==> src/rtl/bnn_pkg.sv <==
// Shared definitions for the binary-neuron chain: default geometry, chain length
// and the parameter-loader state encoding.
package bnn_pkg;

    localparam int DEF_NEURONS   = 8;
    localparam int DEF_INPUTS    = 8;
    localparam int DEF_BIAS_BITS = 3;

    typedef enum logic [1:0] {
        IDLE  = 2'd0,
        FETCH = 2'd1,
        SHIFT = 2'd2,
        DONE  = 2'd3
    } state_t;

    // Total serial bits the chain holds: each neuron owns its bias and weight bits.
    function automatic int chain_bits(input int neurons, input int inputs, input int bias_bits);
        return neurons * (inputs + bias_bits);
    endfunction

endpackage

==> src/rtl/bnn_param_loader.sv <==
// Serialises parameter words MSB-first onto a daisy-chained neuron array,
// asserting setup only on cycles that carry a real bit, then reports done.
module bnn_param_loader
    import bnn_pkg::*;
#(
    parameter int NEURONS   = DEF_NEURONS,
    parameter int INPUTS    = DEF_INPUTS,
    parameter int BIAS_BITS = DEF_BIAS_BITS,
    parameter int DATA_W    = 8
)(
    input  logic              clk,
    input  logic              rst_n,
    input  logic              start,
    input  logic              abort,
    input  logic [DATA_W-1:0] in_data,
    input  logic              in_valid,
    output logic              in_ready,
    output logic              setup,
    output logic              param_in,
    output logic              busy,
    output logic              done,
    output state_t            state_dbg
);

    // Handshake: a word transfers on a rising clk edge where in_valid and
    // in_ready are both high; in_ready never depends on in_valid.

    localparam int CHAIN_BITS = chain_bits(NEURONS, INPUTS, BIAS_BITS);
    localparam int BC_W       = $clog2(CHAIN_BITS + 1);
    localparam int BL_W       = $clog2(DATA_W + 1);

    localparam logic [BC_W-1:0] LAST_BIT  = BC_W'(CHAIN_BITS - 1);
    localparam logic [BL_W-1:0] BYTE_FULL = BL_W'(DATA_W);
    localparam logic [BL_W-1:0] BYTE_ONE  = BL_W'(1);

    state_t            state_q, next_state;
    logic [DATA_W-1:0] buf_q;
    logic [BL_W-1:0]   byte_left_q;
    logic [BC_W-1:0]   bit_cnt_q;

    logic do_load, do_shift, do_clear;

    assign state_dbg = state_q;

    always_ff @(posedge clk or negedge rst_n) begin
        if (!rst_n) state_q <= IDLE;
        else        state_q <= next_state;
    end

    always_comb begin
        next_state = state_q;
        in_ready   = 1'b0;
        setup      = 1'b0;
        param_in   = 1'b0;
        busy       = 1'b0;
        done       = 1'b0;
        do_load    = 1'b0;
        do_shift   = 1'b0;
        do_clear   = 1'b0;
        case (state_q)
            IDLE: begin
                if (!abort && start) begin
                    next_state = FETCH;
                    do_clear   = 1'b1;
                end
            end
            FETCH: begin
                busy = 1'b1;
                if (abort) begin
                    next_state = IDLE;
                end else begin
                    in_ready = 1'b1;
                    if (in_valid) begin
                        do_load    = 1'b1;
                        next_state = SHIFT;
                    end
                end
            end
            SHIFT: begin
                busy = 1'b1;
                // An aborted cycle shifts nothing, so the chain never sees a stray bit.
                if (abort) begin
                    next_state = IDLE;
                end else begin
                    setup    = 1'b1;
                    param_in = buf_q[DATA_W-1];
                    do_shift = 1'b1;
                    if (bit_cnt_q == LAST_BIT) begin
                        next_state = DONE;
                    end else if (byte_left_q == BYTE_ONE) begin
                        // Last bit of this word: offer a reload so the stream has no bubble.
                        in_ready = 1'b1;
                        if (in_valid) do_load = 1'b1;
                        else          next_state = FETCH;
                    end
                end
            end
            DONE: begin
                done = 1'b1;
                if (abort) begin
                    next_state = IDLE;
                end else if (start) begin
                    next_state = FETCH;
                    do_clear   = 1'b1;
                end
            end
            default: next_state = IDLE;
        endcase
    end

    always_ff @(posedge clk or negedge rst_n) begin
        if (!rst_n) begin
            buf_q       <= '0;
            byte_left_q <= '0;
            bit_cnt_q   <= '0;
        end else begin
            if (do_load) begin
                buf_q       <= in_data;
                byte_left_q <= BYTE_FULL;
            end else if (do_shift) begin
                buf_q       <= buf_q << 1;
                byte_left_q <= byte_left_q - BYTE_ONE;
            end
            if (do_clear)      bit_cnt_q <= '0;
            else if (do_shift) bit_cnt_q <= bit_cnt_q + BC_W'(1);
        end
    end

endmodule

==> config.mk <==
export PLATFORM = sky130hd
export DESIGN_NAME = bnn_param_loader
export DESIGN_NICKNAME = d
export VERILOG_FILES = /design/src/rtl/bnn_pkg.sv /design/src/rtl/bnn_param_loader.sv
export SDC_FILE = /design/constraint.sdc
export NUM_CORES = 1
export LEC_CHECK = 0
export CAP_MARGIN = 10
export CORE_ASPECT_RATIO = 2
export CORE_UTILIZATION = 45
export DETAILED_ROUTE_END_ITERATION = 10
export PLACE_DENSITY_LB_ADDON = 0.08
export SLEW_MARGIN = 20
export SYNTH_ARGS = -nofsm -noshare
export SYNTH_HDL_FRONTEND = slang
export SYNTH_SLANG_ARGS = --single-unit
==> constraint.sdc <==
create_clock -name clk -period 1.7 [get_ports clk]
set_clock_uncertainty 0.05 [all_clocks]
set_input_delay 0.34 -clock clk [delete_from_list [all_inputs] [get_ports clk]]
set_output_delay 0.34 -clock clk [all_outputs]
set_load 0.02 [all_outputs]
==> results of run 1 <==
-- kinds of logic (layout without fill, tap and decap cells) --
kind of cell | Yosys count | count (layout)
XOR/XNOR | 8 | 8
buffers and inverters | 12 | 73
multiplexers | 10 | 10
AND/OR/NAND/NOR | 59 | 59
AO/OA/AOI/OAI | 10 | 10
adder cells (fa/ha/maj) | 8 | 8
flip-flops | 21 | 21
-- critical path, delay by kind of cell (launching register included) --
family | cells | cell delay (ps)
and+or+nand+nor | 2 | 430
DFF | 1 | 420
buffers and inverters | 3 | 380
muxes | 1 | 300
AOI/OAI and AO/OA | 1 | 140
adders and majority gates | 1 | 130
-- Yosys cell counts (all sizes together) --
| library cell | instances |
|---|---|
| a211oi | 1 |
| a21oi | 3 |
| a32oi | 2 |
| and2 | 1 |
| and4 | 1 |
| and4b | 2 |
| buf | 3 |
| clkbuf | 1 |
| dfrtp | 21 |
| ha | 8 |
| inv | 8 |
| mux2 | 8 |
| mux2i | 2 |
| nand2 | 33 |
| nand2b | 3 |
| nand3 | 1 |
| nand4 | 3 |
| nor2 | 9 |
| nor2b | 3 |
| nor3b | 2 |
| nor4 | 1 |
| o21ai | 2 |
| o22ai | 1 |
| o2bb2ai | 1 |
| xnor2 | 2 |
| xor2 | 6 |
-- layout make-up --
type	instances	area share (%)
multi-input combinational	95	40.2
timing repair buffer	61	27.1
sequential	21	26.8
clock buffer	3	2.10
inverter	8	1.78
tap	28	1.78
clock inverter	1	0.254
-- layer usage --
| metal | up-vias | track usage [%] | wire length (µm) |
|---|---|---|---|
| li1 | 544 | - | - |
| met1 | 570 | 23.1 | 1130 |
| met2 | 18 | 47.8 | 2040 |
| met3 | 10 | 3.50 | 59 |
| met4 | 0 | 12.1 | 100 |
| met5 | - | 0 | 0 |
-- state kept, by name, summed over array words and instances (netlist names) --
register	cells
bit_cnt_q	7
buf_q	8
byte_left_q	4
state_dbg	2
-- metrics by stage --
step | instance area [µm²] | setup slack, ps
after floorplan | 1290 | -130
after global placement | 1720 | -586
after detailed placement | 1720 | -578
after CTS | 1910 | -276
after global routing | 1970 | -335
final | 1970 | -279
-- report_power, final --
part           switching, mW  total [mW]  internal, mW
Clock                  0.179       0.342         0.164
Sequential             0.129       0.814         0.684
Combinational          0.765        1.73         0.960
Total                   1.07        2.88          1.81
-- worst max path at each step --
stage | to | depth (start not counted)
3_5_place_dp | in_ready | 6
5_1_grt | buf_q[4] | 8
3_3_place_gp | in_ready | 6
2_1_floorplan | buf_q[2] | 6
4_1_cts | in_ready | 6
6_report | buf_q[4] | 8
-- timing repair --
| action | CTS | global route |
|---|---|---|
| endpoints found under the hold margin | 0 | 0 |
| resized for setup | 47 | 8 |
| pin swaps | 7 | 3 |
| setup endpoints to repair | 20 | 18 |
| cloned | 0 | 0 |
| setup buffers | 7 | 7 |
==> impl_metrics.ini, run 1 <==
[power_and_ir_drop]
vdd_drop_max_mv = 0.928
finalPower_mw = 2.88
leakage_nw = 0.974
power.density_nw_per_um2 = 1460

[clock_tree]
insertion_delay_ps = 260
ctsHoldBuffers = 0
cts_sinks = 21
path_clk_slew_ps = 80
ctsLongestPathBuffers = 2
cts_tree = built
h-tree-depth = 1
ctsRootBufferMaster = clkbuf_8
numCtsBuffers = 3

[setup_path]
end_kind = register
required_ps = 1800
arrival_ps = 2080
r2r_start = byte_left_q[1]
cp_slowest_cell = dfrtp_1
cpPeakStageDelay_ps = 420
critPathLaunchType = register
r2r_slack_ps = -280
path_cells = inv_2, ha_4, nor3b_4, buf_6, and4_4, o2bb2ai_4, buf_12, mux2_4
path_class = reg -> reg
crit_start = byte_left_q[1]
rr_endpoint = buf_q[4]
cp_max_fo = 7
ff2ff_path_depth = 8

[route]
vias = 1142
finalWirelength_mm = 3.33
dr.pass1.iters = 2
drtAntennaViolNets = 0
drtIter0Drc = 11
wl_per_cell_um = 15.3
drt-vias-per-instance = 5.26
route.detailed.drc = 0

[global_routing]
grt_util_all_layers_pct = 25.3
antenna_found_initial = 0
grt_pass1_wl_mm = 5.29
grt_pass1_vias = 1223
grt_max_degree = 22
grt-ovfl-total = 0

[logic_synthesis]
syn-num-nets = 149
netlist_top_cells_area = dfrtp_1 (42%), nand2_1 (9.9%), ha_1 (8.0%), mux2_4 (7.2%), xor2_1 (4.2%)
ys_seq_area_share_pct = 42.1
post_synth.cell_area_avg_um2 = 9.75
yosysTopAreaCell = dfrtp_1
synth_top_area_share_pct = 42.1
yosysWarningCount = 0
synth_compound_area_share_pct = 5.72
synth_top_family_by_area = simple AND/OR/NAND/NOR gates
synth-seq-cells = 21
synth-xor-area-share_pct = 5.62
synth_mux_area_share_pct = 10.6
synth_cell_types = 31
syn_inst = 128
syn_area_um2 = 1250
yosys.area_share.simple_pct = 23.3
synthAdderAreaFrac_pct = 8.02

[die]
ios = 20
start_util_pct = 47.9
dieArea_um2 = 3000
die-width_um = 39.2
num_rows = 26
die_y_um = 76.5
core_area_um2 = 2600

[sta]
slew_headroom_pct = 80.5
finalSetupTns_ps = -2980
rsz0062_at_grt = true
post-route-period-util_pct = 116
fin_crit_ps = 1980
slew_viol_final = 0
worst_slack_ps = -279
setup_viol = 15
hold_viol = 0
hold_slack_ps = 373
fmax_mhz = 505
tightest_slew_ps = 292

[cells_and_area]
area_growth_pct = 57.8
n_antenna_cell = 0
seq_area_um2 = 528
post-route-util_pct = 75.6
fillerInstances = 192
nNetsFinal = 211
layout_common_cells = buf_4 (37), nand2_1 (32), dfrtp_1 (19)
final_cells = 217
drive_above_1_share_pct = 43.9
final_common_cell = buf_4
multiInputGateArea_um2 = 791

[placed_design]
io_buffers = 19
hpwl_mm = 2.20
gp_congestion = 0.786
dp_cells = 201

[flow_run]
timing.max_cap.violations = 0

[run_status]
violations = setup timing
status = finished, violations left

[worst_hold_path]
hp-class = in -> async
No activity file was read; power rests on OpenSTA's default activity.
==> run 2, diff against run 1 <==
--- a/config.mk
+++ b/config.mk
@@ -7,9 +7,8 @@
 export LEC_CHECK = 0
 export CAP_MARGIN = 10
 export CORE_ASPECT_RATIO = 2
-export CORE_UTILIZATION = 45
+export CORE_UTILIZATION = 40
 export DETAILED_ROUTE_END_ITERATION = 10
-export PLACE_DENSITY_LB_ADDON = 0.08
 export SLEW_MARGIN = 20
 export SYNTH_ARGS = -nofsm -noshare
 export SYNTH_HDL_FRONTEND = slang
==> run 2 against run 1 <==
Compared with the run above:
- the flow still finishes with violations (setup timing)
- maximum frequency is 1.9% higher
- count of clock-buffer cells in the layout rose by 1
- sequential power hardly changed
- total power increased by 1.4%
- first-iteration DRC count down 91%
- final area up 1.7%
- global-route usage is 5.2 points lower
==> impl_metrics.ini, run 2 (synthesized netlist as in run 1, its figures left out) <==
[run_status]
status = finished, violations left
violations = setup timing

[cells_and_area]
nNetsFinal = 216
reg_top3 = buf_q: 8 flops, bit_cnt_q: 7 flops, byte_left_q: 4 flops
seq_area_um2 = 528
fillerInstances = 239
final_common_cell = buf_4
area_growth_pct = 60.4
top_register = buf_q
largest_reg_flops = 8
post-route-util_pct = 67.2
n_antenna_cell = 0
multiInputGateArea_um2 = 796
drive_above_1_share_pct = 45.4
layout_common_cells = buf_4 (44), nand2_1 (31), dfrtp_1 (19)

[power_and_ir_drop]
p_seq_share_pct = 27.8
p_comb_share_pct = 61.0
p_int_mw = 1.85
swShare_pct = 36.5
power.density_nw_per_um2 = 1460
vdd_drop_max_mv = 0.902
finalPower_mw = 2.92
pwr-share-clk_pct = 11.2
leakage_nw = 0.976
p_switching_mw = 1.07

[sta]
rsz0062_at_grt = true
fmax_mhz = 515
hold_viol = 0
setup_viol = 16
post-route-period-util_pct = 114
slew_headroom_pct = 81.6
fin_crit_ps = 1940
slew_viol_final = 0
tightest_slew_ps = 277
worst_slack_ps = -243

[placed_design]
gp_congestion = 0.811
hpwl_mm = 2.13
io_buffers = 19

[global_routing]
grt_max_degree = 22
grt-ovfl-total = 0
grt_pass1_vias = 1214
antenna_found_initial = 0
grt_util_all_layers_pct = 20.1
grt_pass1_wl_mm = 5.23

[setup_path]
cp_max_fo = 8
critPathLaunchType = register
path_class = reg -> reg
cp_slowest_cell = dfrtp_1
cpPeakStageDelay_ps = 400
arrival_ps = 2040
path_cells = inv_2, ha_4, nor3b_4, buf_4, and4_4, o2bb2ai_4, buf_12, mux2_4
path_buf_inv = 3
cp_top_family = simple AND/OR/NAND/NOR gates
required_ps = 1800
end_kind = register

[route]
drtAntennaViolNets = 0
drtIter0Drc = 1
drt-vias-per-instance = 4.95
vias = 1108
dr.pass1.iters = 3
finalWirelength_mm = 3.08
wl_per_cell_um = 13.7
route.detailed.drc = 0

[clock_tree]
h-tree-depth = 1
cts_sinks = 21
insertion_delay_ps = 260
numCtsBuffers = 3
path_clk_slew_ps = 70
ctsRootBufferMaster = clkbuf_8
ctsLongestPathBuffers = 2
ctsHoldBuffers = 0
cts_tree = built

[die]
ios = 20
core_area_um2 = 2980
dieArea_um2 = 3360
die-width_um = 41.5
num_rows = 28
start_util_pct = 41.9
die_y_um = 81.0

[worst_hold_path]
hp-class = in -> async

[flow_run]
timing.max_cap.violations = 0
run 2: per-layer routing:
layer  GRT usage, %  vias up  part of all wire (%)
met2           37.5       25                    54
met3           2.00        9                   2.5
met4           10.6        0                   3.7
met1           21.8      516                    40
li1               -      558                     -
met5              0        -                     0
run 2: worst paths after layout:
check                      cells past startpoint           end  slack [ps]      startpoint
max                                            8      buf_q[5]        -240  byte_left_q[1]
min                                            2  bit_cnt_q[3]         370           rst_n
max reg2reg                                    8      buf_q[5]        -240  byte_left_q[1]
min reg2reg                                    2      buf_q[0]         480        buf_q[0]
max in group asynchronous                      2  state_dbg[0]         990           rst_n
min in group clk                               2      buf_q[0]         480        buf_q[0]
run 2: power by group through the flow:
stage	Combinational, mW	Sequential, mW	Clock, mW
after floorplan	0.797	0.845	0
after global placement	1.46	0.797	0
after detailed placement	1.48	0.809	0
after CTS	1.69	0.804	0.335
after global routing	1.93	0.834	0.362
final	1.78	0.812	0.326
run 2: layout make-up:
cell class              count  share of cell area, %
repair buffers             66                   28.0
clock buffers               4                   2.25
flip-flops and latches     21                   26.4
multi-input cells          95                   39.8
inverters                   8                   1.75
well taps                  30                   1.88
run 2: repair_timing:
item,CTS,global route
pin swaps,9,2
setup buffers,12,4
resized for setup,44,9
endpoints found under the setup margin,20,17
run 2: worst register-to-register path, delay by kind of cell (launching register included):
family | cells | cell delay [ps]
AND/OR/NAND/NOR | 2 | 430
flip-flops | 1 | 400
buffers and inverters | 3 | 390
multiplexers | 1 | 300
AO/OA/AOI/OAI | 1 | 120
adder cells (fa/ha/maj) | 1 | 120
run 2: metrics by stage:
| step | instance area, µm² | setup TNS, ps | setup WS (ps) | hold WS (ps) | instances |
|---|---|---|---|---|---|
| 2_1_floorplan | 1290 | -873 | -130 | -5.59 | 128 |
| 3_3_place_gp | 1740 | -7210 | -551 | 471 | 205 |
| 3_5_place_dp | 1740 | -7110 | -545 | 474 | 205 |
| 4_1_cts | 1940 | -2370 | -214 | 382 | 220 |
| 5_1_grt | 2000 | -3760 | -304 | 415 | 224 |
| 6_report | 2000 | -2640 | -243 | 375 | 224 |
==> run 3, diff against run 2 <==
--- a/config.mk
+++ b/config.mk
@@ -9,6 +9,7 @@
 export CORE_ASPECT_RATIO = 2
 export CORE_UTILIZATION = 40
 export DETAILED_ROUTE_END_ITERATION = 10
+export PLACE_DENSITY = 0.68
 export SLEW_MARGIN = 20
 export SYNTH_ARGS = -nofsm -noshare
 export SYNTH_HDL_FRONTEND = slang
==> run 3 against run 2 <==
Compared with the run above:
- the flow still finishes with violations (setup timing)
- final area fell by 1.4%
- combinational power barely moved
- core utilization is 0.92 points lower
- global-route usage fell by 0.60 points
- die area did not move
- flip-flop and latch count did not move
- clock power is 1% higher
- count of clock-buffer cells in the layout did not move
- maximum frequency barely moved
- sequential power is essentially flat
- cell count fell by 2.2%
- first-iteration DRC count grew to 13 times the previous value
- critical endpoint is now in_ready
==> impl_metrics.ini, run 3 (synthesized netlist as in run 1, its figures left out) <==
[power_and_ir_drop]
power.density_nw_per_um2 = 1470
leakage_nw = 0.951
finalPower_mw = 2.89
vdd_drop_max_mv = 1.01

[die]
dieArea_um2 = 3360
num_rows = 28
die-width_um = 41.5
ios = 20
start_util_pct = 41.9
die_y_um = 81.0
core_area_um2 = 2980

[placed_design]
hpwl_mm = 2.18
io_buffers = 19
gp_congestion = 0.859
placed_area_um2 = 1760

[sta]
fmax_mhz = 514
fin_crit_ps = 1940
rsz0062_at_grt = true
tightest_slew_ps = 359
worst_slack_ps = -244
slew_headroom_pct = 76.0
hold_viol = 0
setup_viol = 15
slew_viol_final = 0
post-route-period-util_pct = 114
hold_slack_ps = 365

[clock_tree]
path_clk_slew_ps = 80
insertion_delay_ps = 260
h-tree-depth = 1
ctsLongestPathBuffers = 2
ctsRootBufferMaster = clkbuf_8
cts_tree = built
cts_sinks = 21
numCtsBuffers = 3

[route]
drt-vias-per-instance = 4.97
wl_per_cell_um = 13.8
dr.pass1.iters = 4
route.detailed.drc = 0
finalWirelength_mm = 3.02
vias = 1089
drtAntennaViolNets = 0
drtIter0Drc = 13

[setup_path]
critPathLaunchType = register
cp_max_fo = 2
path_class = reg -> out
required_ps = 1310
cp_top_family = simple AND/OR/NAND/NOR gates
crit_start = bit_cnt_q[0]
end_kind = output port
r2r_start = byte_left_q[1]
cpPeakStageDelay_ps = 370
cp_slowest_cell = dfrtp_1
path_buf_inv = 1
path_cells = ha_2, and4b_1, nand2_2, a32oi_2, nor2b_2, buf_6
arrival_ps = 1550

[global_routing]
grt_pass1_wl_mm = 5.09
grt_pass1_vias = 1166
grt_util_all_layers_pct = 19.5
grt_max_degree = 22
antenna_found_initial = 0
grt-ovfl-total = 0

[cells_and_area]
largest_reg_flops = 8
n_antenna_cell = 0
reg_top3 = buf_q: 8 flops, bit_cnt_q: 7 flops, byte_left_q: 4 flops
drive_above_1_share_pct = 45.5
area_growth_pct = 58.2
layout_common_cells = buf_4 (36), nand2_1 (32), dfrtp_1 (19)
fillerInstances = 247
stdcell_area_um2 = 1970
final_common_cell = buf_4
top_register = buf_q
nNetsFinal = 211

[worst_hold_path]
hp-class = in -> async

[run_status]
status = finished, violations left
violations = setup timing

[flow_run]
timing.max_cap.violations = 0
-- run 3: where the power goes --
group | switching [mW] | internal, mW
clock | 0.163 | 0.167
sequential | 0.128 | 0.684
combinational | 0.768 | 0.982
-- run 3: final cells by class --
class,count,area [µm²],share of cell area [%]
multi-input combinational,95,803,40.7
inverter,8,35.0,1.78
clock buffer,4,45.0,2.28
timing repair buffer,61,524,26.6
tap,30,37.5,1.90
sequential,21,528,26.8
-- run 3: worst register-to-register path: stages, from the launching register on --
cell	delay (ps)
dfrtp_1	390
inv_2	80
ha_4	110
nor3b_4	210
buf_4	150
and4_4	210
o2bb2ai_4	220
mux2_4	340
-- run 3: what timing repair did --
action / 4_1_cts / 5_1_grt
buffers inserted: 3 / 5
setup endpoints to repair: 20 / 17
hold buffers: 0 / 0
endpoints found under the hold margin: 0 / 0
gates cloned: 0 / 0
pin swaps: 5 / 6
gates resized for setup: 52 / 7
-- run 3: metal layers --
metal	routed length [µm]	vias up	GRT usage [%]
met1	1200	519	20.6
li1	-	540	-
met5	0	-	0
met2	1700	24	36.7
met4	46	0	8.71
met3	81	6	3.33
-- run 3: per-stage QoR --
step	setup TNS [ps]	std cells	util (%)	worst slack, ps
2_1_floorplan	-873	128	-	-130
3_3_place_gp	-6770	208	59.0	-572
3_5_place_dp	-6860	208	59.0	-578
4_1_cts	-2080	214	64.1	-191
6_report	-2040	219	66.3	-244
5_1_grt	-3520	219	66.3	-314
-- run 3: final timing paths --
| kind | depth (start not counted) | to | slack (ps) |
|---|---|---|---|
| min in group clk | 2 | buf_q[0] | 500 |
| setup reg to reg | 7 | buf_q[7] | -170 |
| hold reg to reg | 2 | buf_q[0] | 500 |
| hold / removal | 2 | bit_cnt_q[6] | 360 |
| setup / recovery | 6 | in_ready | -240 |
| max in group asynchronous | 2 | state_dbg[0] | 1000 |
